### config.mk
export PLATFORM = sky130hd
export DESIGN_NAME = ysyx_lsu_sb
export DESIGN_NICKNAME = d
export VERILOG_FILES = /design/src/rtl/ysyx_lsu_sb.sv
export SDC_FILE = /design/constraint.sdc
export NUM_CORES = 2
export LEC_CHECK = 0
export ABC_CLOCK_PERIOD_IN_PS = 8000
export BUFFER_PORTS_ARGS = -buffer_cell sky130_fd_sc_hd__buf_4
export CAP_MARGIN = 20
export CORE_MARGIN = 2
export CORE_UTILIZATION = 35
export DETAILED_ROUTE_END_ITERATION = 8
export PLACE_DENSITY_LB_ADDON = 0.3
export SYNTH_ARGS = -nofsm -noshare
export SYNTH_HDL_FRONTEND = slang
export SYNTH_SLANG_ARGS = --single-unit
### constraint.sdc
create_clock -name clock -period 8 [get_ports clock]
set_clock_uncertainty 0.1 [all_clocks]
set_input_delay 1.6 -clock clock [delete_from_list [all_inputs] [get_ports clock]]
set_output_delay 1.6 -clock clock [all_outputs]
set_load 0.01 [all_outputs]
### src/rtl/ysyx_lsu_sb.sv
// ysyx_lsu_sb: load/store unit with a FIFO store buffer, a direct-mapped
// write-through L1D, and fence support.
//
// Ports:
//   clock, reset               clock and asynchronous active-low reset
//   fence_req / fence_done     level request to drain and invalidate / completion pulse
//   ren, raddr, ralu           load request (held until out_rvalid), address, load op
//   out_rdata, out_rvalid      aligned, extended load result and one-cycle completion pulse
//   wen, waddr, walu, wdata    store request (held until out_wready); walu[3:0] is the byte strobe
//   out_wready                 one-cycle store-accepted pulse
//   out_lsu_ar*, out_lsu_rstrb bus read request; bus_rdata / lsu_rvalid return it
//   out_lsu_aw*, out_lsu_w*    store-buffer drain port; lsu_wready completes the write
//   sb_count                   number of occupied store-buffer entries
module ysyx_lsu_sb #(
    parameter int XLEN     = 32,
    parameter int L1D_LEN  = 4,
    parameter int SB_DEPTH = 4
) (
    input  logic                      clock,
    input  logic                      reset,
    input  logic                      fence_req,
    output logic                      fence_done,
    input  logic                      ren,
    input  logic [XLEN-1:0]           raddr,
    input  logic [4:0]                ralu,
    output logic [XLEN-1:0]           out_rdata,
    output logic                      out_rvalid,
    input  logic                      wen,
    input  logic [XLEN-1:0]           waddr,
    input  logic [4:0]                walu,
    input  logic [XLEN-1:0]           wdata,
    output logic                      out_wready,
    output logic [XLEN-1:0]           out_lsu_araddr,
    output logic                      out_lsu_arvalid,
    output logic [7:0]                out_lsu_rstrb,
    input  logic [XLEN-1:0]           bus_rdata,
    input  logic                      lsu_rvalid,
    output logic [XLEN-1:0]           out_lsu_awaddr,
    output logic                      out_lsu_awvalid,
    output logic [XLEN-1:0]           out_lsu_wdata,
    output logic [7:0]                out_lsu_wstrb,
    output logic                      out_lsu_wvalid,
    input  logic                      lsu_wready,
    output logic [$clog2(SB_DEPTH):0] sb_count
);

    localparam int PW    = $clog2(SB_DEPTH);
    localparam int CW    = PW + 1;
    localparam int LINES = 1 << L1D_LEN;
    localparam int TW    = XLEN - L1D_LEN - 2;
    localparam logic [CW-1:0] DEPTH_C = CW'(SB_DEPTH);

    localparam logic [4:0] YSYX_ALU_LB__ = 5'b00000;
    localparam logic [4:0] YSYX_ALU_LH__ = 5'b00001;
    localparam logic [4:0] YSYX_ALU_LW__ = 5'b00010;
    localparam logic [4:0] YSYX_ALU_LBU_ = 5'b00100;
    localparam logic [4:0] YSYX_ALU_LHU_ = 5'b00101;

    typedef enum logic [1:0] {S_IDLE, S_BUS, S_VALID} state_t;

    function automatic logic in_valid(input logic [XLEN-1:0] a);
        return (a >= 32'h0200_0048 && a < 32'h0200_0050) ||
               (a >= 32'h0f00_0000 && a < 32'h0f00_2000) ||
               (a >= 32'h1000_0000 && a < 32'h1002_0000) ||
               (a >= 32'h3000_0000 && a < 32'h4000_0000) ||
               (a >= 32'h8000_0000 && a < 32'h8040_0000) ||
               (a >= 32'ha000_0000 && a < 32'hd000_0000);
    endfunction

    function automatic logic in_uncached(input logic [XLEN-1:0] a);
        return (a >= 32'h0200_0048 && a < 32'h0200_0050) ||
               (a >= 32'h0c00_0000 && a < 32'h0d00_0000) ||
               (a >= 32'h1000_0000 && a < 32'h1002_0000) ||
               (a >= 32'ha000_0000 && a < 32'hb000_0000);
    endfunction

    // Shift the addressed byte/half down to bit 0, then extend per op.
    function automatic logic [XLEN-1:0] load_result(input logic [XLEN-1:0] word,
                                                    input logic [1:0] off,
                                                    input logic [4:0] op);
        logic [XLEN-1:0] sh;
        sh = word >> {off, 3'b000};
        case (op)
            YSYX_ALU_LB__: return {{(XLEN-8){sh[7]}}, sh[7:0]};
            YSYX_ALU_LBU_: return {{(XLEN-8){1'b0}}, sh[7:0]};
            YSYX_ALU_LH__: return {{(XLEN-16){sh[15]}}, sh[15:0]};
            YSYX_ALU_LHU_: return {{(XLEN-16){1'b0}}, sh[15:0]};
            default:       return sh;
        endcase
    endfunction

    function automatic logic [7:0] read_strb(input logic [4:0] op);
        case (op)
            YSYX_ALU_LB__, YSYX_ALU_LBU_: return 8'h01;
            YSYX_ALU_LH__, YSYX_ALU_LHU_: return 8'h03;
            default:                      return 8'h0f;
        endcase
    endfunction

    // Store buffer storage and control
    logic [XLEN-1:0]     sb_addr [SB_DEPTH];
    logic [XLEN-1:0]     sb_data [SB_DEPTH];
    logic [3:0]          sb_strb [SB_DEPTH];
    logic [SB_DEPTH-1:0] sb_vld;
    logic [PW-1:0]       wr_ptr, rd_ptr;
    logic                drain_gap;
    logic                push, pop, drain_valid, conflict;

    // L1D storage
    logic [XLEN-1:0]  l1d_data [LINES];
    logic [TW-1:0]    l1d_tag  [LINES];
    logic [LINES-1:0] l1d_vld;

    state_t            state;
    logic [L1D_LEN-1:0] r_idx, d_idx;
    logic [TW-1:0]      r_tag, d_tag;
    logic               hit, fill, fill_same, tag_ok, merge_en;
    logic               fence_seen, fence_fire;
    logic [XLEN-1:0]    merge_base, merged;
    logic               unused_walu;

    assign unused_walu = walu[4];

    // The previous-cycle accept (out_wready) blocks a second push of the same held request.
    assign push        = wen && !out_wready && (sb_count < DEPTH_C) && !fence_req;
    // drain_gap keeps the next entry off the bus for one cycle after each pop.
    assign drain_valid = (sb_count != '0) && !drain_gap;
    assign pop         = drain_valid && lsu_wready;

    assign out_lsu_awvalid = drain_valid;
    assign out_lsu_wvalid  = drain_valid;
    assign out_lsu_awaddr  = drain_valid ? sb_addr[rd_ptr] : '0;
    assign out_lsu_wdata   = drain_valid ? sb_data[rd_ptr] : '0;
    assign out_lsu_wstrb   = drain_valid ? {4'b0, sb_strb[rd_ptr]} : 8'h00;

    assign r_idx = raddr[L1D_LEN+1:2];
    assign r_tag = raddr[XLEN-1:L1D_LEN+2];
    assign hit   = l1d_vld[r_idx] && (l1d_tag[r_idx] == r_tag);
    assign fill  = (state == S_BUS) && lsu_rvalid && in_valid(raddr) && !in_uncached(raddr);

    assign d_idx     = sb_addr[rd_ptr][L1D_LEN+1:2];
    assign d_tag     = sb_addr[rd_ptr][XLEN-1:L1D_LEN+2];
    assign fill_same = fill && (r_idx == d_idx);
    assign merge_en  = pop && tag_ok;

    assign fence_fire = fence_req && !fence_seen && (sb_count == '0) && (state == S_IDLE);

    always_comb begin
        conflict = 1'b0;
        for (int i = 0; i < SB_DEPTH; i++)
            if (sb_vld[i] && (sb_addr[i][XLEN-1:2] == raddr[XLEN-1:2]))
                conflict = 1'b1;
    end

    // A fill landing on the drained line this cycle becomes the merge base.
    always_comb begin
        merge_base = fill_same ? bus_rdata : l1d_data[d_idx];
        tag_ok     = fill_same ? (r_tag == d_tag)
                               : (l1d_vld[d_idx] && (l1d_tag[d_idx] == d_tag));
        merged     = merge_base;
        for (int b = 0; b < 4; b++)
            if (sb_strb[rd_ptr][b])
                merged[8*b +: 8] = sb_data[rd_ptr][8*b +: 8];
    end

    always_ff @(posedge clock or negedge reset) begin
        if (!reset) begin
            wr_ptr     <= '0;
            rd_ptr     <= '0;
            sb_count   <= '0;
            sb_vld     <= '0;
            drain_gap  <= 1'b0;
            out_wready <= 1'b0;
        end else begin
            out_wready <= push;
            drain_gap  <= pop;
            if (push) begin
                sb_vld[wr_ptr] <= 1'b1;
                wr_ptr         <= wr_ptr + PW'(1);
            end
            if (pop) begin
                sb_vld[rd_ptr] <= 1'b0;
                rd_ptr         <= rd_ptr + PW'(1);
            end
            sb_count <= sb_count + CW'(push) - CW'(pop);
        end
    end

    always_ff @(posedge clock) begin
        if (push) begin
            sb_addr[wr_ptr] <= waddr;
            sb_data[wr_ptr] <= wdata;
            sb_strb[wr_ptr] <= walu[3:0];
        end
    end

    // Merge is written after the fill so it wins on a shared index.
    always_ff @(posedge clock) begin
        if (fill) begin
            l1d_data[r_idx] <= bus_rdata;
            l1d_tag[r_idx]  <= r_tag;
        end
        if (merge_en)
            l1d_data[d_idx] <= merged;
    end

    // fence_seen suppresses a second completion until fence_req drops.
    always_ff @(posedge clock or negedge reset) begin
        if (!reset) begin
            l1d_vld    <= '0;
            fence_done <= 1'b0;
            fence_seen <= 1'b0;
        end else begin
            fence_done <= fence_fire;
            if (!fence_req)
                fence_seen <= 1'b0;
            else if (fence_fire)
                fence_seen <= 1'b1;
            if (fence_fire)
                l1d_vld <= '0;
            else if (fill)
                l1d_vld[r_idx] <= 1'b1;
        end
    end

    always_ff @(posedge clock or negedge reset) begin
        if (!reset) begin
            state           <= S_IDLE;
            out_rvalid      <= 1'b0;
            out_rdata       <= '0;
            out_lsu_arvalid <= 1'b0;
            out_lsu_araddr  <= '0;
            out_lsu_rstrb   <= 8'h00;
        end else begin
            case (state)
                S_IDLE: begin
                    if (ren && !conflict) begin
                        if (!in_valid(raddr)) begin
                            state      <= S_VALID;
                            out_rvalid <= 1'b1;
                            out_rdata  <= '0;
                        end else if (hit) begin
                            state      <= S_VALID;
                            out_rvalid <= 1'b1;
                            out_rdata  <= load_result(l1d_data[r_idx], raddr[1:0], ralu);
                        end else begin
                            state           <= S_BUS;
                            out_lsu_arvalid <= 1'b1;
                            out_lsu_araddr  <= raddr;
                            out_lsu_rstrb   <= read_strb(ralu);
                        end
                    end
                end
                S_BUS: begin
                    if (lsu_rvalid) begin
                        state           <= S_VALID;
                        out_rvalid      <= 1'b1;
                        out_rdata       <= load_result(bus_rdata, raddr[1:0], ralu);
                        out_lsu_arvalid <= 1'b0;
                        out_lsu_araddr  <= '0;
                        out_lsu_rstrb   <= 8'h00;
                    end
                end
                default: begin
                    state      <= S_IDLE;
                    out_rvalid <= 1'b0;
                end
            endcase
        end
    end

endmodule
==> reports/qor.yml <==
outcome:
  status: "complete, no violations"
synth:
  synth.distinct_cells: 77
  post_synth.cell_area_avg_um2: 16.2
  yosysMostFrequentCell: "edfxtp_1"
  yosys_warnings: 0
  synth_edf_count: 1200
  syn_area_um2: 66200
  synth_top_area_share_pct: 54.4
  ys.flop_type: "edfxtp_1"
  synth_cells: 4099
  synth-seq-cells: 1301
  async_reset_ff_share_pct: 7.76
  synthTopCellsByArea: "edfxtp_1 54%, mux4_2 12%, mux2_2 9.2%"
  yosysTopAreaCell: "edfxtp_1"
  synth_common_cells: "1200 x edfxtp_1, 542 x mux2_2, 365 x mux4_2"
  synth.yosys.seq_area_share_pct: 58.2
timing:
  slew_headroom_pct: 12.8
  clock.fmax_mhz: 151
  layout_setup_ws_ps: 1390
  finalSetupViolCount: 0
  layout_min_cycle_time_ps: 6610
  period_share_pct: 82.6
  slew_violations: 0
  finalHoldViolCount: 0
  tightestPinTransition_ps: 1300
  tns_ps: 0
  grt_setup_unrepaired: "false"
cts:
  htree_levels: 4
  post_cts_buffers: 0
  ctsRootBufferMaster: "clkbuf_16"
  clk_path_buf_depth: 3
  cts_made_buffers: 142
  cts.sinks: 1301
  clock_latency_ps: 790
  hold_buffers: 0
  cts_tree: "yes"
  cts_resized: 0
  clk_pin_slew_ps: 60
floorplanning:
  core_um2: 188000
  die-area_um2: 193000
  die_x_um: 439
  io_pins: 298
  start_util_pct: 35.3
  placementRows: 159
  die_h_um: 439
global_routing:
  grt_max_degree: 89
  overflow: 0
  grt_pass1_wl_um: 317000
  grt_pass1_vias: 40910
  gr-usage-all-layers_pct: 23.2
  antenna_found_initial: 19
routing:
  num_vias: 41474
  wl_per_cell_um: 32.8
  first_iter_violations: 5477
  drc: 0
  antenna_left: 0
  dr.pass1.iters: 6
  wirelength_um: 228000
  drt-vias-per-instance: 5.95
cells_and_area:
  syn_to_final_growth_pct: 15.1
  nFillCells: 17249
  nets: 4514
  drive_gt1_share_pct: 37.7
placement:
  gp_congestion: 0.858
  place_ws_ps: 1260
  dp_hpwl_um: 151000
  portBuffers: 288
setup_path:
  start_kind: "flop"
  worstPathRequired_ps: 8420
  cp_max_fo: 34
  critPathCaptureType: "flop"
  r2r_cells: 12
  critPathKind: "reg2reg"
  r2r_setup_slack_ps: 1390
  arrival_ps: 7020
min_path:
  hp-class: "reg2reg"
  whs_path_depth: 2
pwr:
  p_leak_nw: 26.6
  vdd_drop_max_uv: 202
  p_per_area_nw_per_um2: 292
flow_run:
  maxCapViolations: 0
==> placed cells by master (no fill, tap or decap), types with 26 or more instances in the layout <==
cell type  netlist  final
o22ai_1         35     35
mux2_2         542    542
mux4_2         365    364
xnor2_1        142    142
clkbuf_16        0    147
nor2_1         117    108
xor2_1          65     65
o2111ai_1       35     35
o21ai_0         99     99
a21oi_1         77     77
nand4_1         39     39
dfrtp_1        101     99
buf_4           30    449
nor4_1          31     29
clkbuf_1       225     40
edfxtp_1      1200   1200
o41ai_4         32     32
mux2i_1        276    276
nand3_1         32     32
clkinv_1         2     26
a22o_1          36     36
nand2_1        117    117
and2_1          56     51
a22oi_1         51     51
==> sequential cells by signal, indices dropped and copies added (netlist names) <==
name and cells:
sb_data 128, sb_strb 16, sb_vld 4, sb_addr 128, out_wready 1, sb_count 3
out_rvalid 1, fence_seen 1, l1d_vld 16, out_rdata 32, out_lsu_rstrb 3, l1d_data 512
wr_ptr 2, state 2, fence_done 1, drain_gap 1, out_lsu_araddr 32, rd_ptr 2
l1d_tag 416
==> cells by family after synthesis <==
logic type / after synthesis / share of synthesized area, %
flops: 1301 / 58.2
simple gates: 511 / 3.92
buf+inv: 381 / 2.56
fa+ha+maj: 11 / 0.219
other cells: 1 / 0.00566
mux: 1211 / 26.4
compound gates: 476 / 5.89
xor+xnor: 207 / 2.74
==> routing by layer <==
layer  global-route usage (%)  wire, um  vias up
li1                         -         -    17006
met1                     31.4     91900    21920
met2                     37.5    108000     2098
met3                     3.93     18700      444
met4                     8.86      9330        6
met5                        0        36        -
==> worst paths after layout <==
check	startpoint	to
setup / recovery	rd_ptr[0]$_DFFE_PN0P_	l1d_data[9][8]$_DFFE_PP_
hold / removal	fence_seen$_DFFE_PN0P_	fence_seen$_DFFE_PN0P_
setup reg to reg	rd_ptr[0]$_DFFE_PN0P_	l1d_data[9][8]$_DFFE_PP_
hold reg to reg	fence_seen$_DFFE_PN0P_	fence_seen$_DFFE_PN0P_
max in group asynchronous	reset	rd_ptr[1]$_DFFE_PN0P_
min in group asynchronous	reset	out_rdata[3]$_DFFE_PN0P_
==> stage by stage <==
stage          hold slack (ps)  utilization (%)  power, W  cell area, um2  std cells
6_report                   381             40.6    0.0222           76200       6972
5_1_grt                    418             40.6    0.0229           76200       6971
4_1_cts                    382             40.6    0.0223           76200       6966
3_5_place_dp               367             38.1    0.0157           71600       6704
3_3_place_gp               372             38.1    0.0157           71600       6703
2_1_floorplan              341                -    0.0125           66300       4106
==> worst max-delay path: stages (launching register included) <==
cell and delay (ps):
dfrtp_4 660, mux4_4 1060, buf_12 360, buf_4 220
mux2i_1 130, a22oi_1 330, nand3_1 160, a222oi_1 360
o2111a_1 360, nor2_1 80, or4_4 950, o41ai_4 960
mux2_2 420
==> layout make-up <==
| cell class | instances | area [um2] | share of cell area, % |
|---|---|---|---|
| sequential | 1301 | 38600 | 50.6 |
| multi-input combinational | 2424 | 26300 | 34.4 |
| clock buffer | 194 | 3930 | 5.15 |
| timing repair buffer | 461 | 3570 | 4.68 |
| tap | 2495 | 3120 | 4.10 |
| clock inverter | 68 | 677 | 0.888 |
| inverter | 28 | 105 | 0.138 |
| antenna | 1 | 2.50 | 0.00328 |
==> power by group <==
part / total (W) / internal, W / leakage (nW) / switching, W
Combinational: 0.00762 / 0.00271 / 12.3 / 0.00491
Clock: 0.00659 / 0.00378 / 2.25 / 0.00281
Sequential: 0.00802 / 0.00776 / 12.1 / 0.000269
No activity file was read; power rests on OpenSTA's default activity.
